===== config.mk =====
export PLATFORM = sky130hd
export DESIGN_NAME = wf_zoom_ctrl
export DESIGN_NICKNAME = d
export VERILOG_FILES = /design/src/rtl/wf_zoom_ctrl.sv
export SDC_FILE = /design/constraint.sdc
export NUM_CORES = 1
export LEC_CHECK = 0
export CORE_MARGIN = 2
export CORE_UTILIZATION = 50
export DETAILED_ROUTE_END_ITERATION = 10
export PLACE_DENSITY = 0.68
export RECOVER_POWER = 25
export SYNTH_ARGS = -nofsm -noshare
export SYNTH_HDL_FRONTEND = slang
export SYNTH_SLANG_ARGS = --single-unit

===== constraint.sdc =====
create_clock -name clk -period 4.25 [get_ports clk]
set_input_delay 0.425 -clock clk [delete_from_list [all_inputs] [get_ports clk]]
set_output_delay 0.425 -clock clk [all_outputs]
set_load 0.03 [all_outputs]

===== src/rtl/wf_zoom_ctrl.sv =====
// Waveform-window zoom controller: edge-detected buttons select a zoom stage,
// and the displayed window bounds slew toward that stage's target once per frame.
module wf_zoom_ctrl #(
  parameter int unsigned NUM_STAGES = 6,
  parameter int unsigned DEF_SX     = 380,
  parameter int unsigned DEF_EX     = 640,
  parameter int unsigned DEF_SY     = 92,
  parameter int unsigned DEF_EY     = 452,
  parameter int unsigned MAX_SX     = 88,
  parameter int unsigned MAX_EX     = 888,
  parameter int unsigned MAX_SY     = 30,
  parameter int unsigned MAX_EY     = 512,
  parameter int unsigned STEP_X     = 20,
  parameter int unsigned STEP_Y     = 12,
  parameter int unsigned SLEW       = 4,
  parameter int unsigned STAGE_W    = 3
) (
  input  logic               clk,
  input  logic               rst,
  input  logic               btn_up,
  input  logic               btn_tog,
  input  logic               btn_dn,
  input  logic               frame_tick,
  output logic [10:0]        start_x,
  output logic [10:0]        end_x,
  output logic [9:0]         start_y,
  output logic [9:0]         end_y,
  output logic [STAGE_W-1:0] stage,
  output logic               busy
);

  localparam logic [STAGE_W-1:0] TOP = STAGE_W'(NUM_STAGES - 1);

  logic               up_q, tog_q, dn_q;
  logic               up_prev, tog_prev, dn_prev;
  logic               ev_up, ev_tog, ev_dn;
  logic [STAGE_W-1:0] stage_q, stage_nxt;
  logic [11:0]        kx, ky;
  logic [10:0]        tsx, tex, tgt_sx, tgt_ex, cur_sx, cur_ex, nsx, nex;
  logic [9:0]         tsy, tey, tgt_sy, tgt_ey, cur_sy, cur_ey, nsy, ney;

  // Move cur toward tgt by at most SLEW without overshooting.
  function automatic logic [11:0] slew_step(input logic [11:0] cur, input logic [11:0] tgt);
    logic [11:0] d;
    if (tgt > cur) begin
      d = tgt - cur;
      slew_step = (d > 12'(SLEW)) ? cur + 12'(SLEW) : tgt;
    end else begin
      d = cur - tgt;
      slew_step = (d > 12'(SLEW)) ? cur - 12'(SLEW) : tgt;
    end
  endfunction

  // Buttons pass through a sampling register first, so a rise sampled at edge N
  // acts on the stage at edge N+1.
  assign ev_up  = up_q  & ~up_prev;
  assign ev_tog = tog_q & ~tog_prev;
  assign ev_dn  = dn_q  & ~dn_prev;

  always_comb begin
    stage_nxt = stage_q;
    case ({ev_up, ev_tog, ev_dn})
      3'b100:  stage_nxt = (stage_q == TOP) ? '0 : stage_q + 1'b1;
      3'b010:  stage_nxt = (stage_q == '0) ? TOP : '0;
      3'b001:  if (stage_q != '0) stage_nxt = stage_q - 1'b1;
      default: stage_nxt = stage_q;
    endcase
  end

  always_comb begin
    kx = 12'(stage_nxt) * 12'(STEP_X);
    ky = 12'(stage_nxt) * 12'(STEP_Y);
    if (stage_nxt == '0) begin
      tsx = 11'(DEF_SX);
      tex = 11'(DEF_EX);
      tsy = 10'(DEF_SY);
      tey = 10'(DEF_EY);
    end else if (stage_nxt == TOP) begin
      tsx = 11'(MAX_SX);
      tex = 11'(MAX_EX);
      tsy = 10'(MAX_SY);
      tey = 10'(MAX_EY);
    end else begin
      tsx = 11'(12'(DEF_SX) - kx);
      tex = 11'(12'(DEF_EX) + kx);
      tsy = 10'(12'(DEF_SY) - ky);
      tey = 10'(12'(DEF_EY) + ky);
    end
  end

  always_comb begin
    nsx = 11'(slew_step({1'b0, cur_sx}, {1'b0, tgt_sx}));
    nex = 11'(slew_step({1'b0, cur_ex}, {1'b0, tgt_ex}));
    nsy = 10'(slew_step({2'b0, cur_sy}, {2'b0, tgt_sy}));
    ney = 10'(slew_step({2'b0, cur_ey}, {2'b0, tgt_ey}));
  end

  always_ff @(posedge clk) begin
    if (rst) begin
      up_q     <= 1'b1;
      tog_q    <= 1'b1;
      dn_q     <= 1'b1;
      up_prev  <= 1'b1;
      tog_prev <= 1'b1;
      dn_prev  <= 1'b1;
      stage_q  <= '0;
      tgt_sx   <= 11'(DEF_SX);
      tgt_ex   <= 11'(DEF_EX);
      tgt_sy   <= 10'(DEF_SY);
      tgt_ey   <= 10'(DEF_EY);
      cur_sx   <= 11'(DEF_SX);
      cur_ex   <= 11'(DEF_EX);
      cur_sy   <= 10'(DEF_SY);
      cur_ey   <= 10'(DEF_EY);
    end else begin
      up_q     <= btn_up;
      tog_q    <= btn_tog;
      dn_q     <= btn_dn;
      up_prev  <= up_q;
      tog_prev <= tog_q;
      dn_prev  <= dn_q;
      stage_q  <= stage_nxt;
      tgt_sx   <= tsx;
      tgt_ex   <= tex;
      tgt_sy   <= tsy;
      tgt_ey   <= tey;
      // Slewing reads the old registered target, so a coinciding tick uses it.
      if (SLEW == 0) begin
        cur_sx <= tgt_sx;
        cur_ex <= tgt_ex;
        cur_sy <= tgt_sy;
        cur_ey <= tgt_ey;
      end else if (frame_tick) begin
        cur_sx <= nsx;
        cur_ex <= nex;
        cur_sy <= nsy;
        cur_ey <= ney;
      end
    end
  end

  assign start_x = cur_sx;
  assign end_x   = cur_ex;
  assign start_y = cur_sy;
  assign end_y   = cur_ey;
  assign stage   = stage_q;
  assign busy    = (cur_sx != tgt_sx) | (cur_ex != tgt_ex) |
                   (cur_sy != tgt_sy) | (cur_ey != tgt_ey);

endmodule

==> flow_metrics.tcl <==
set metrics [dict create \
    syn_area_per_cell_um2 7.37 \
    maxCapViolCount 0 \
    slew_headroom 0.00422 \
    critPathLaunchType "register" \
    fin_tns_setup_ns 0 \
    wl_per_cell_um 16.9 \
    tightest_slew_ns 1.49 \
    period_needed_ns 3.59 \
    seqCellArea_mm2 0.00142 \
    initial_core_util 0.512 \
    fin_crit_sh 0.846 \
    cts_resized 0 \
    rr_startpoint "end_x[4]" \
    hp-class "reg2reg" \
    core_region_area_mm2 0.0145 \
    synth_cell_types 77 \
    max_freq_ghz 0.278 \
    rows 44 \
    nets 1133 \
    antenna_left 0 \
    vias 7398 \
    ir_drop_mv 0.314 \
    clock_skew_ns 0.00488 \
    gr-total-overflow 0 \
    grt_usage 0.256 \
    synthCells 1009 \
    status "finished clean" \
    multi_input_area_mm2 0.00545 \
    clockBufferDepth 2 \
    n_fill_cell 1394 \
    die_h_um 126 \
    dieArea_mm2 0.0159 \
    grt_max_degree 36 \
    async_flop_share 0 \
    gp_congestion 0.929 \
    ys.warnings.count 0 \
    clock-sinks 71 \
    n_antenna_cell 0 \
    viasPerCell 6.06 \
    critPathCaptureType "register" \
    worstSetupStartpoint "end_x[4]" \
    firstDrtPassIters 5 \
    cp_data_arrival_time_ns 3.82 \
    dpl.hpwl_um 15600 \
    ys_seq_area_frac 0.191 \
    synth.largest_area_cell "dfxtp_1" \
    cellLeakagePower_nw 3.65 \
    tritoncts "yes" \
    dpl-instance-area_mm2 0.00799 \
    synthTopCellsByCount "inv_1, ha_1, nor2_1, nand2_1, a21oi_1" \
    hold_viol 0 \
    clock_latency_ns 0.34 \
    yosysTopAreaCellShare 0.191 \
    post-cts-setup-buffer-count 0 \
    ys_top_cells_by_area "dfxtp_1, ha_1, a21oi_1" \
    final_max_slew_viol_count 0 \
    clkTransAtPathRegs_ns 0.06 \
    rsz0062_at_grt "false" \
    grt_pass1_vias 6761 \
    setup_viol 0 \
    synthToLayoutAreaGrowth_pct 11.5 \
    wirelength_um 20600 \
    die_x_um 126 \
    path_max_fanout 10 \
    drc_errors 0 \
    whs_ns 0.436 \
    yosysMostFrequentCell "inv_1" \
    numCtsBuffers 9 \
    place.port_buffers 44 \
    grt_pass1_wl_um 34100 \
    cts.hold.buffers_added 0 \
    critical_path_class "reg2reg" \
    critPathRequiredTime_ns 4.47 \
    ys_ff_latch 71 \
    grt_antenna_before_repair 0 \
    drive_above_1_share 0.0492 \
    htree_levels 3 \
    drt_iter0_markers 567 \
    synth-edff-count 0 \
    p_per_area_mw_per_mm2 732 \
    io_pins 52 \
    cts-root-buf "clkbuf_16" \
    min-delay-start "dn_q" \
    synth_area_mm2 0.00744 \
    stdcell_area_mm2 0.00829 \
    ys.flop_type "dfxtp_1" \
]
==> worst max-delay path, stage by stage (launching register included) <==
cell      delay (ns)
dfxtp_1         0.55
inv_1           0.17
ha_1            0.43
nand3_1         0.16
o21ba_2         0.19
o311ai_1        0.39
nor4_1          0.10
o41ai_1         0.45
nor2_1          0.14
a21oi_2         0.37
o21ai_0         0.13
a222oi_1        0.39
==> flip-flops by register name, summed over array words and instances (netlist names) <==
| name | flops |
|---|---|
| start_x | 9 |
| end_y | 8 |
| tgt_sx | 6 |
| dn_q | 1 |
| stage | 3 |
| start_y | 9 |
| tog_q | 1 |
| tgt_ex | 7 |
| up_q | 1 |
| dn_prev | 1 |
| tog_prev | 1 |
| tgt_ey | 7 |
| tgt_sy | 7 |
| up_prev | 1 |
| end_x | 9 |
==> path summary, 6_finish.rpt <==
check	cells past startpoint	to	slack, ns
worst min register to register	1	dn_prev	0.44
worst max-delay path	11	end_x[8]	0.66
worst min-delay path	1	dn_prev	0.44
worst max register to register	11	end_x[8]	0.66
==> cell usage in the layout, fill, tap and decap left out, drive strengths merged, types with 7 or more instances in the layout <==
| cell | Yosys | routed |
|---|---|---|
| buf | 16 | 12 |
| o221ai | 14 | 14 |
| o22ai | 11 | 11 |
| dfxtp | 71 | 71 |
| o21a | 18 | 18 |
| nand3 | 45 | 45 |
| dlygate4sd3 | 0 | 21 |
| a31oi | 16 | 16 |
| nor2b | 29 | 29 |
| o21ai | 65 | 65 |
| a211oi | 9 | 9 |
| a21o | 14 | 14 |
| xor2 | 12 | 12 |
| nand4 | 12 | 12 |
| nor2 | 84 | 84 |
| nand2 | 75 | 75 |
| clkbuf | 35 | 10 |
| or2 | 10 | 10 |
| ha | 90 | 90 |
| clkdlybuf4s50 | 0 | 23 |
| inv | 94 | 96 |
| mux2i | 15 | 15 |
| a21oi | 74 | 74 |
| conb | 1 | 7 |
| a221oi | 7 | 7 |
| xnor2 | 30 | 30 |
| o2111ai | 7 | 7 |
| nor4 | 10 | 10 |
| o31ai | 7 | 7 |
| nor3 | 26 | 26 |
| nand2b | 15 | 15 |
==> per-layer routing <==
layer / up-vias / GRT usage / share of wire
met5: - / 0 / 0
met4: 0 / 0.0802 / 0.018
met3: 31 / 0.0259 / 0.049
met2: 220 / 0.404 / 0.46
met1: 3501 / 0.369 / 0.48
li1: 3646 / - / -
==> final cells by class <==
| class | instances | share of cell area |
|---|---|---|
| repair buffers | 57 | 0.0644 |
| multi-input cells | 798 | 0.657 |
| clock buffers | 9 | 0.0272 |
| flip-flops and latches | 71 | 0.171 |
| clock inverters | 7 | 0.00965 |
| inverters | 95 | 0.0430 |
| well taps | 184 | 0.0278 |
==> through the flow <==
step	power [mW]	std cells	setup WS, ns	util
2_1_floorplan	4.22	1015	0.834	-
4_1_cts	6.05	1221	0.683	0.571
3_5_place_dp	5.25	1205	0.689	0.550
5_1_grt	6.62	1221	0.298	0.571
3_3_place_gp	5.24	1205	0.801	0.550
6_report	6.07	1221	0.656	0.571
==> power breakdown <==
group / leakage, nW / switching, mW / total [mW] / internal [mW]
clock network: 0.143 / 0.317 / 0.777 / 0.460
registers: 0.581 / 0.227 / 1.02 / 0.790
logic: 2.92 / 2.53 / 4.28 / 1.75
==> cells by family (layout without fill, tap and decap cells) <==
kind of cell / after synthesis / after routing / synth area share
AO/OA/AOI/OAI: 299 / 299 / 0.265
XOR/XNOR: 42 / 42 / 0.0495
adder cells (fa/ha/maj): 95 / 95 / 0.165
buffers and inverters: 146 / 168 / 0.0796
flip-flops: 71 / 71 / 0.191
multiplexers: 18 / 18 / 0.0252
other: 1 / 7 / 0.000504
AND/OR/NAND/NOR: 337 / 337 / 0.224
Note: power is estimated with default switching activity, not from simulation.
